==> config.mk <==
export PLATFORM = sky130hd
export DESIGN_NAME = mul_add_pipe
export DESIGN_NICKNAME = d
export VERILOG_FILES = /design/src/rtl/mul_add_pkg.sv /design/src/rtl/mul_add_mul_stage.sv /design/src/rtl/mul_add_pipe.sv
export SDC_FILE = /design/constraint.sdc
export NUM_CORES = 1
export LEC_CHECK = 0
export BUFFER_PORTS_ARGS = -buffer_cell sky130_fd_sc_hd__buf_2
export CAP_MARGIN = 20
export CORE_ASPECT_RATIO = 0.75
export CORE_UTILIZATION = 30
export CTS_CLUSTER_DIAMETER = 150
export DETAILED_ROUTE_END_ITERATION = 6
export RECOVER_POWER = 50
export SLEW_MARGIN = 5
export SYNTH_ARGS = -nofsm -noshare
export SYNTH_HDL_FRONTEND = slang
export SYNTH_HIERARCHICAL = 1
export SYNTH_SLANG_ARGS = --single-unit
==> constraint.sdc <==
create_clock -name clk -period 8.9 [get_ports clk]
set_input_delay 1.78 -clock clk [delete_from_list [all_inputs] [get_ports clk]]
set_output_delay 1.78 -clock clk [all_outputs]
set_load 0.02 [all_outputs]
==> src/rtl/mul_add_pkg.sv <==
// mul_add_pkg -- shared types and constants for the mul_add_pipe datapath.
//
//   STAGES : number of registered datapath stages (S0, S1, S2).
//   MAX_W  : widest legal operand width; stage-0 fields are sized to it so the
//            struct can serve every WIDTH. Users keep only the low WIDTH bits.
//   s0_t   : stage-0 capture (x, y, z, acc_mode).
package mul_add_pkg;

    localparam int STAGES = 3;
    localparam int MAX_W  = 64;

    typedef struct packed {
        logic [MAX_W-1:0] x;
        logic [MAX_W-1:0] y;
        logic [MAX_W-1:0] z;
        logic             acc_mode;
    } s0_t;

endpackage

==> src/rtl/mul_add_mul_stage.sv <==
// mul_add_mul_stage -- product stage: multiplies the S0 operands and registers
// the product, addend and mode into S1. Valid tracking lives in the parent.
//
// Configuration macro: MUL_ADD_PIPE_SAT_EN (product saturates to all-ones on
// overflow instead of wrapping modulo 2^WIDTH).
//
// Ports:
//   clk_i         : clock, rising edge
//   ld_p1_i       : load enable for the S1 registers
//   data_p0_i     : S0 contents (x, y, z, acc_mode), zero-extended to MAX_W
//   prod_p1_o     : S1 product
//   z_p1_o        : S1 addend z
//   acc_mode_p1_o : S1 accumulate-mode flag
module mul_add_mul_stage
    import mul_add_pkg::*;
#(
    parameter int WIDTH = 32
) (
    input  logic             clk_i,
    input  logic             ld_p1_i,
    input  s0_t              data_p0_i,
    output logic [WIDTH-1:0] prod_p1_o,
    output logic [WIDTH-1:0] z_p1_o,
    output logic             acc_mode_p1_o
);

    function automatic logic [WIDTH-1:0] mul_fn(input logic [WIDTH-1:0] a,
                                                input logic [WIDTH-1:0] b);
`ifdef MUL_ADD_PIPE_SAT_EN
        logic [2*WIDTH-1:0] full;
        full = (2*WIDTH)'(a) * (2*WIDTH)'(b);
        return (|full[2*WIDTH-1:WIDTH]) ? '1 : full[WIDTH-1:0];
`else
        return a * b;
`endif
    endfunction

    logic [WIDTH-1:0] x_p0;
    logic [WIDTH-1:0] y_p0;
    logic [WIDTH-1:0] z_p0;
    logic             unused_hi;

    logic [WIDTH-1:0] prod_p1_q;
    logic [WIDTH-1:0] z_p1_q;
    logic             acc_mode_p1_q;

    assign x_p0 = data_p0_i.x[WIDTH-1:0];
    assign y_p0 = data_p0_i.y[WIDTH-1:0];
    assign z_p0 = data_p0_i.z[WIDTH-1:0];

    // Bits above WIDTH are always zero; fold them away.
    assign unused_hi = ^{data_p0_i.x, data_p0_i.y, data_p0_i.z};

    // ---- S0 -> S1 boundary ----
    always_ff @(posedge clk_i) begin
        if (ld_p1_i) begin
            prod_p1_q     <= mul_fn(x_p0, y_p0);
            z_p1_q        <= z_p0;
            acc_mode_p1_q <= data_p0_i.acc_mode;
        end
    end

    assign prod_p1_o     = prod_p1_q;
    assign z_p1_o        = z_p1_q;
    assign acc_mode_p1_o = acc_mode_p1_q;

endmodule

==> src/rtl/mul_add_pipe.sv <==
// mul_add_pipe -- three-stage pipelined multiply-add with valid/ready
// handshakes and a running accumulator.
//   out = x*y + (acc_mode ? acc : z); acc follows every result.
//
// Configuration macro: MUL_ADD_PIPE_SAT_EN (product and sum saturate to
// all-ones instead of wrapping modulo 2^WIDTH; acc keeps the saturated value).
//
// Parameters: WIDTH (8..64), ACC_INIT (accumulator value after reset).
// Ports:
//   clk       : clock, rising edge
//   rst_n     : asynchronous active-low reset
//   in_valid  : x/y/z/acc_mode valid       in_ready  : input accepted
//   x, y      : unsigned operands          z         : addend when acc_mode=0
//   acc_mode  : add product to acc
//   out_valid : out holds a result         out_ready : downstream accepts
//   out       : result, zero while out_valid=0
module mul_add_pipe
    import mul_add_pkg::*;
#(
    parameter int               WIDTH    = 32,
    parameter logic [WIDTH-1:0] ACC_INIT = '0
) (
    input  logic             clk,
    input  logic             rst_n,
    input  logic             in_valid,
    output logic             in_ready,
    input  logic [WIDTH-1:0] x,
    input  logic [WIDTH-1:0] y,
    input  logic [WIDTH-1:0] z,
    input  logic             acc_mode,
    output logic             out_valid,
    input  logic             out_ready,
    output logic [WIDTH-1:0] out
);

    function automatic logic [WIDTH-1:0] add_fn(input logic [WIDTH-1:0] a,
                                                input logic [WIDTH-1:0] b);
`ifdef MUL_ADD_PIPE_SAT_EN
        logic [WIDTH:0] sum;
        sum = {1'b0, a} + {1'b0, b};
        return sum[WIDTH] ? '1 : sum[WIDTH-1:0];
`else
        return a + b;
`endif
    endfunction

    logic             run_q;
    logic             vld_p0_q, vld_p1_q, vld_p2_q;
    logic             vld_p0_d, vld_p1_d, vld_p2_d;
    logic             ld_p0, ld_p1, ld_p2;

    s0_t              data_p0_q, data_p0_d;
    logic [WIDTH-1:0] prod_p1, z_p1;
    logic             acc_mode_p1;
    logic [WIDTH-1:0] res_p2_q, res_p2_d;
    logic [WIDTH-1:0] acc_q, acc_d;
    logic [WIDTH-1:0] addend_p1;

    // Each stage loads when empty or when its occupant moves on this cycle,
    // so readiness ripples back from out_ready without a bubble. run_q holds
    // in_ready low during reset without using rst_n as logic.
    always_comb begin
        ld_p2    = vld_p1_q && (!vld_p2_q || out_ready);
        ld_p1    = vld_p0_q && (!vld_p1_q || ld_p2);
        in_ready = run_q && (!vld_p0_q || ld_p1);
        ld_p0    = in_valid && in_ready;
        vld_p0_d = ld_p0 || (vld_p0_q && !ld_p1);
        vld_p1_d = ld_p1 || (vld_p1_q && !ld_p2);
        vld_p2_d = ld_p2 || (vld_p2_q && !out_ready);
    end

    always_comb begin
        data_p0_d          = '0;
        data_p0_d.x        = MAX_W'(x);
        data_p0_d.y        = MAX_W'(y);
        data_p0_d.z        = MAX_W'(z);
        data_p0_d.acc_mode = acc_mode;
    end

    // acc is read here at the S1->S2 transfer, so consecutive accumulate
    // items see each other's results without forwarding.
    assign addend_p1 = acc_mode_p1 ? acc_q : z_p1;
    assign res_p2_d  = add_fn(prod_p1, addend_p1);
    assign acc_d     = res_p2_d;

    always_ff @(posedge clk or negedge rst_n) begin
        if (!rst_n) begin
            run_q    <= 1'b0;
            vld_p0_q <= 1'b0;
            vld_p1_q <= 1'b0;
            vld_p2_q <= 1'b0;
            acc_q    <= ACC_INIT;
        end else begin
            run_q    <= 1'b1;
            vld_p0_q <= vld_p0_d;
            vld_p1_q <= vld_p1_d;
            vld_p2_q <= vld_p2_d;
            if (ld_p2) begin
                acc_q <= acc_d;
            end
        end
    end

    // ---- input -> S0 boundary ----
    always_ff @(posedge clk) begin
        if (ld_p0) begin
            data_p0_q <= data_p0_d;
        end
    end

    // ---- S0 -> S1 boundary ----
    mul_add_mul_stage #(
        .WIDTH (WIDTH)
    ) u_mul_stage (
        .clk_i         (clk),
        .ld_p1_i       (ld_p1),
        .data_p0_i     (data_p0_q),
        .prod_p1_o     (prod_p1),
        .z_p1_o        (z_p1),
        .acc_mode_p1_o (acc_mode_p1)
    );

    // ---- S1 -> S2 boundary ----
    always_ff @(posedge clk) begin
        if (ld_p2) begin
            res_p2_q <= res_p2_d;
        end
    end

    assign out_valid = vld_p2_q;
    assign out       = vld_p2_q ? res_p2_q : '0;

endmodule

==> out/results.tsv, run 1 <==
stage	metric	value	unit
grt	total global-route track usage	16.5	%
clock_tree	Post-CTS Setup Repair Bufs	0	
route	Wirelength per Cell	19.1	um
timing	fmax	132	MHz
critical_path	Crit. path cell count	24	
outcome	failing checks	capacitance limit, slew limit	
clock_tree	post_cts resized	0	
floorplan	DIE AREA	85800	um^2
clock_tree	Clock Sinks	230	
critical_path	Top delay family on crit path	adder cells	
floorplan	Chip Height	254	um
cells_and_area	commonest non-fill, non-tap cell in the layout	fa_1	
critical_path	R2R Setup Slk	1.31	ns
flow_run	max_cap viols	4	
grt	M2 GR Usage	24.1	%
critical_path	FF-to-FF End	u_mul_stage/prod_p1_o[30]	
timing	worst hold slack	0.419	ns
timing	Setup Viol. Count Final	0	
timing	Worst Tran Pin Value	3.67	ns
critical_path	crit-path max cell delay	1.04	ns
clock_tree	CTS Root Cell	clkbuf_16	
yosys	syn_area_per_cell	10.8	um^2
yosys	mapped cell area	25400	um^2
clock_tree	Post-CTS Hold Buffers	0	
critical_path	WP buf/inv	5	
cells_and_area	share of cells above drive strength 1	10.1	%
yosys	Synth Net Count	3013	
placement	routability cong.	0.897	
critical_path	Critical Path Fanout Max	24	
outcome	status	finished, violations left	
critical_path	Most common cell on crit path	fa_1	
critical_path	crit path DAT	7.90	ns
cells_and_area	Storage cell area	6730	um^2
grt	antenna violations before repair	2	
clock_tree	cts bufs inserted	25	
cells_and_area	layout net count	3095	
clock_tree	CTS H-tree depth	1	
min_path	hold path depth	0	
floorplan	Die Wd	338	um
timing	Final Skew	0.0616	ns
floorplan	starting density of the core	30.3	%
route	drt total wl	68500	um
route	Routed Antenna Nets	0	
critical_path	Worst Path Class, Setup	reg2reg	
timing	Fin Setup TNS	0	ns
timing	max-slew violations	177	
route	Iter 0 DRT Violations	1015	
floorplan	Row Count	92	
grt	first-pass GRT wire length	106000	um
cells_and_area	most frequent cells in the layout	fa_1, and2_1, inv_1	
placement	I/O Buffers	134	
min_path	hold path start	data_p0_q[12]	
grt	vias in the first global route	17500	
critical_path	critical path startpoint category	flip-flop	
critical_path	worst path required time	9.21	ns
critical_path	Critical R2R Launch	data_p0_q[137]	
placement	dpl hpwl	53000	um
cells_and_area	Fill cells	8511	
grt	Congestion Overflow GR	0	
clock_tree	CTS tree	built	
route	1st-pass router iterations	5	
timing	Fin. Hold Viols	0	
min_path	hold endpoint	u_mul_stage/z_p1_o[11]	
yosys	Cells after Synth	2349	
clock_tree	Clk pin slew, worst setup/hold paths	0.07	ns
timing	RSZ-0062 raised after global routing	no	
floorplan	CORE AREA	83900	um^2
grt	largest net degree at the start of global routing	66	
route	vias post-DR	16400	
timing	Final min period	7.59	ns
grt	GR met1 Demand/Resource	24.4	%
timing	max_slew headroom	-145	%
floorplan	I/O pin cnt	135	
route	via/cell ratio	4.57	
route	DRC viols	0	
grt	Global Route met3 Usage	4.46	%
cells_and_area	Area Overhead vs Synth	10.7	%
min_path	worst hold-check path type	reg2reg	
clock_tree	CTS Buffer Depth	3	
critical_path	crit path cell chain	nand2_1 -> fa_1 -> inv_1 -> fa_1 -> fa_1 -> inv_1 -> fa_1 -> inv_1 -> fa_1 -> inv_1 -> fa_1 -> inv_1 -> fa_1 -> fa_1 -> ha_1 -> o21a_1 -> o21a_1 -> o21a_1 -> o21ai_0 -> a21oi_2 -> a41o_1 -> nor4_1 -> nor3_1 -> xor2_1	
grt	busiest layer in global routing	met1	
cells_and_area	Multi-input gate area	16900	um^2
critical_path	slowest CP cell	edfxtp_1	
clock_tree	clock latency on the worst-skew pair	0.62	ns
timing	Tcrit/Tclk final	85.2	%
critical_path	FF-to-FF path depth	24	
yosys	YS warnings	6	
critical_path	nature of the critical path endpoint	flip-flop	
-- metrics by stage --
step / setup WS, ns / cell area [um^2] / utilization, % / cells
floorplan: 2.02 / 25400 / - / 2349
global route: 0.945 / 28100 / 33.5 / 3578
CTS: 1.35 / 28200 / 33.6 / 3578
finish: 1.31 / 28100 / 33.5 / 3580
detailed placement: 1.41 / 27300 / 32.5 / 3532
global placement: 1.39 / 27300 / 32.5 / 3532
-- routing by layer --
layer / share of wire, % / up-vias / wire length (um)
met1: 49 / 8276 / 33300
met2: 42 / 512 / 28500
met3: 8.1 / 65 / 5520
met5: 0 / - / 0
li1: - / 7511 / -
met4: 1.6 / 0 / 1120
-- how the worst max path moves through the flow --
stage / startpoint / endpoint / slack, ns
floorplan: data_p0_q[68] / u_mul_stage/prod_p1_o[30] / 2.02
global placement: data_p0_q[69] / u_mul_stage/prod_p1_o[30] / 1.39
detailed placement: data_p0_q[69] / u_mul_stage/prod_p1_o[30] / 1.41
CTS: data_p0_q[137] / u_mul_stage/prod_p1_o[30] / 1.35
global route: data_p0_q[137] / u_mul_stage/prod_p1_o[30] / 0.95
finish: data_p0_q[137] / u_mul_stage/prod_p1_o[30] / 1.31
-- state kept, by name, indices dropped and copies added, names as in the netlist, 32 cells and up --
name,count
u_mul_stage/z_p1_o,32
data_p0_q,97
acc_q,32
res_p2_q,32
u_mul_stage/prod_p1_o,32
-- layout make-up --
class	instances	area share, %
multi-input combinational	1640	60.0
sequential	230	23.9
tap	1128	5.02
inverter	372	4.97
timing repair buffer	162	2.97
clock buffer	30	2.33
clock inverter	16	0.801
antenna	2	0.0178
Power of run 1 is left out: the tool's default activity adds up to more than one toggle a clock period on the data nets, which glitch-free logic cannot reach.
==> inputs of run 2 (changes only) <==
Settings changed: PLACE_DENSITY set to 0.51.
==> run 2 against run 1 <==
The flow still finishes with violations (capacitance limit, slew limit). Non-clock buffer count decreased by 4. Final area fell by 0.24%. Sequential cell count unchanged. Critical path type unchanged. Fmax fell by 3.3%. Largest cell class unchanged. Via count up 0.93%. Wire length increased by 3.2%. Global-route usage up 0.27 points.
==> out/results.tsv, run 2 (synthesis gave the netlist of run 1 again) <==
stage	metric	value	unit	change
critical_path	FF-to-FF End	u_mul_stage/prod_p1_o[31]		was u_mul_stage/prod_p1_o[30]
grt	Congestion Overflow GR	0		unchanged
clock_tree	CTS tree	built		unchanged
route	Wirelength per Cell	19.8	um	was 19.1 um
critical_path	FF-to-FF path depth	23		was 24
route	Iter 0 DRT Violations	908		was 1015
cells_and_area	Area Overhead vs Synth	10.4	%	was 10.7%
timing	Tcrit/Tclk final	88.1	%	was 85.2%
route	DRC viols	0		unchanged
min_path	worst hold-check path type	reg2reg		unchanged
grt	Global Route met3 Usage	3.46	%	was 4.46%
placement	dpl hpwl	55600	um	was 53000 um
cells_and_area	Fill cells	8469		was 8511
grt	first-pass GRT wire length	108000	um	was 106000 um
grt	total global-route track usage	16.7	%	was 16.5%
clock_tree	clock latency on the worst-skew pair	0.60	ns	was 0.62 ns
clock_tree	cts bufs inserted	26		was 25
floorplan	Row Count	92		unchanged
route	Routed Antenna Nets	0		unchanged
critical_path	worst path required time	9.24	ns	was 9.21 ns
critical_path	Critical R2R Launch	data_p0_q[129]		was data_p0_q[137]
clock_tree	Post-CTS Hold Buffers	0		unchanged
cells_and_area	max reg flops	97		unchanged
critical_path	beginning of the critical path	data_p0_q[129]		was data_p0_q[137]
critical_path	crit path DAT	8.19	ns	was 7.90 ns
outcome	failing checks	capacitance limit, slew limit		unchanged
clock_tree	CTS H-tree depth	1		unchanged
grt	busiest layer in global routing	met2		was met1
critical_path	Critical Path Fanout Max	32		was 24
outcome	status	finished, violations left		unchanged
clock_tree	Clk pin slew, worst setup/hold paths	0.07	ns	about the same
cells_and_area	Storage cell area	6730	um^2	unchanged
timing	Fin Setup TNS	0	ns	unchanged
timing	Fin. Hold Viols	0		unchanged
cells_and_area	layout net count	3092		was 3095
floorplan	CORE AREA	83900	um^2	unchanged
clock_tree	Post-CTS Setup Repair Bufs	0		unchanged
cells_and_area	most frequent cells in the layout	fa_1, and2_1, inv_1		unchanged
cells_and_area	Biggest register	data_p0_q		unchanged
timing	Final min period	7.85	ns	was 7.59 ns
floorplan	Die Wd	338	um	unchanged
timing	Final Skew	0.0373	ns	was 0.0616 ns
cells_and_area	share of cells above drive strength 1	10.1	%	about the same
grt	GR met1 Demand/Resource	24.1	%	was 24.4%
clock_tree	CTS Root Cell	clkbuf_16		unchanged
placement	I/O Buffers	134		unchanged
floorplan	starting density of the core	30.3	%	unchanged
flow_run	max_cap viols	6		was 4
timing	Worst Tran Pin Value	3.43	ns	was 3.67 ns
critical_path	R2R Setup Slk	1.05	ns	was 1.31 ns
cells_and_area	Multi-input gate area	16900	um^2	about the same
min_path	hold path depth	0		unchanged
timing	RSZ-0062 raised after global routing	no		unchanged
route	1st-pass router iterations	6		was 5
critical_path	Critical Path Sink	u_mul_stage/prod_p1_o[31]		was u_mul_stage/prod_p1_o[30]
timing	fmax	127	MHz	was 132 MHz
route	vias post-DR	16500		was 16400
route	drt total wl	70700	um	was 68500 um
grt	antenna violations before repair	1		was 2
critical_path	nature of the critical path endpoint	flip-flop		unchanged
placement	routability cong.	0.895		was 0.897
timing	max-slew violations	208		was 177
floorplan	I/O pin cnt	135		unchanged
clock_tree	Clock Sinks	230		unchanged
timing	max_slew headroom	-129	%	was -145%
critical_path	critical path startpoint category	flip-flop		unchanged
critical_path	Worst Path Class, Setup	reg2reg		unchanged
cells_and_area	commonest non-fill, non-tap cell in the layout	fa_1		unchanged
timing	Setup Viol. Count Final	0		unchanged
floorplan	DIE AREA	85800	um^2	unchanged
clock_tree	post_cts resized	0		unchanged
route	via/cell ratio	4.62		was 4.57
grt	M2 GR Usage	25.9	%	was 24.1%
floorplan	Chip Height	254	um	unchanged
grt	vias in the first global route	17900		was 17500
clock_tree	CTS Buffer Depth	3		unchanged
grt	largest net degree at the start of global routing	57		was 66
## run 2: cell count changes in the layout (fill, tap and decap cells not counted), moves of 2 or more
cell / previous run / this run
clkinvlp_4: 3 / 0
clkbuf_16: 25 / 27
clkinv_2: 2 / 5
inv_6: 6 / 2
buf_4: 24 / 21
bufinv_16: 4 / 1
buf_2: 110 / 118
clkbuf_1: 32 / 27
## run 2: final cells by class
class	count	area share [%]
Multi-Input combinational cell	1640	60.1
Sequential cell	230	24.0
Tap cell	1128	5.03
Inverter	372	4.98
Timing Repair Buffer	158	2.92
Clock buffer	37	2.61
Clock inverter	11	0.370
Antenna cell	1	0.00892
## run 2: stage by stage
| stage | instances | setup WS, ns | hold WS (ns) | util (%) | area, um^2 |
|---|---|---|---|---|---|
| floorplan | 2349 | 2.02 | 0.400 | - | 25400 |
| global placement | 3528 | 1.34 | 0.407 | 32.5 | 27300 |
| detailed placement | 3528 | 1.28 | 0.406 | 32.5 | 27300 |
| CTS | 3576 | 1.24 | 0.394 | 33.5 | 28100 |
| global route | 3576 | 0.713 | 0.416 | 33.4 | 28000 |
| finish | 3577 | 1.05 | 0.394 | 33.4 | 28100 |
## run 2: how the worst min path moves through the flow
stage                       startpoint                         to  slack, ns
after floorplan           data_p0_q[0]  u_mul_stage/acc_mode_p1_o       0.40
after global placement    data_p0_q[2]      u_mul_stage/z_p1_o[1]       0.41
after detailed placement  data_p0_q[7]      u_mul_stage/z_p1_o[6]       0.41
after CTS                 data_p0_q[2]      u_mul_stage/z_p1_o[1]       0.39
after global routing      data_p0_q[2]      u_mul_stage/z_p1_o[1]       0.42
final                     data_p0_q[2]      u_mul_stage/z_p1_o[1]       0.39
## run 2: worst max-delay path: stages (launching register included)
cell	delay [ns]
edfxtp_1	0.32
clkbuf_1	1.26
nand2_1	0.17
fa_1	0.56
inv_1	0.05
fa_1	0.41
fa_1	0.50
inv_1	0.05
fa_1	0.48
inv_1	0.05
ha_1	0.27
ha_1	0.29
fa_1	0.50
fa_1	0.47
ha_1	0.38
a21oi_1	0.20
o22ai_1	0.11
a31oi_2	0.17
a31oi_2	0.18
o31ai_2	0.36
a21oi_1	0.17
a2111oi_4	0.38
o2bb2ai_2	0.16
xnor2_1	0.08
## run 2: routing by layer
layer / share of wire (%) / vias to the layer above
met5: 0 / -
met4: 2.2 / 0
met3: 6.4 / 78
met2: 43 / 487
met1: 48 / 8450
li1: - / 7502
Power of run 2 is left out for the same reason.
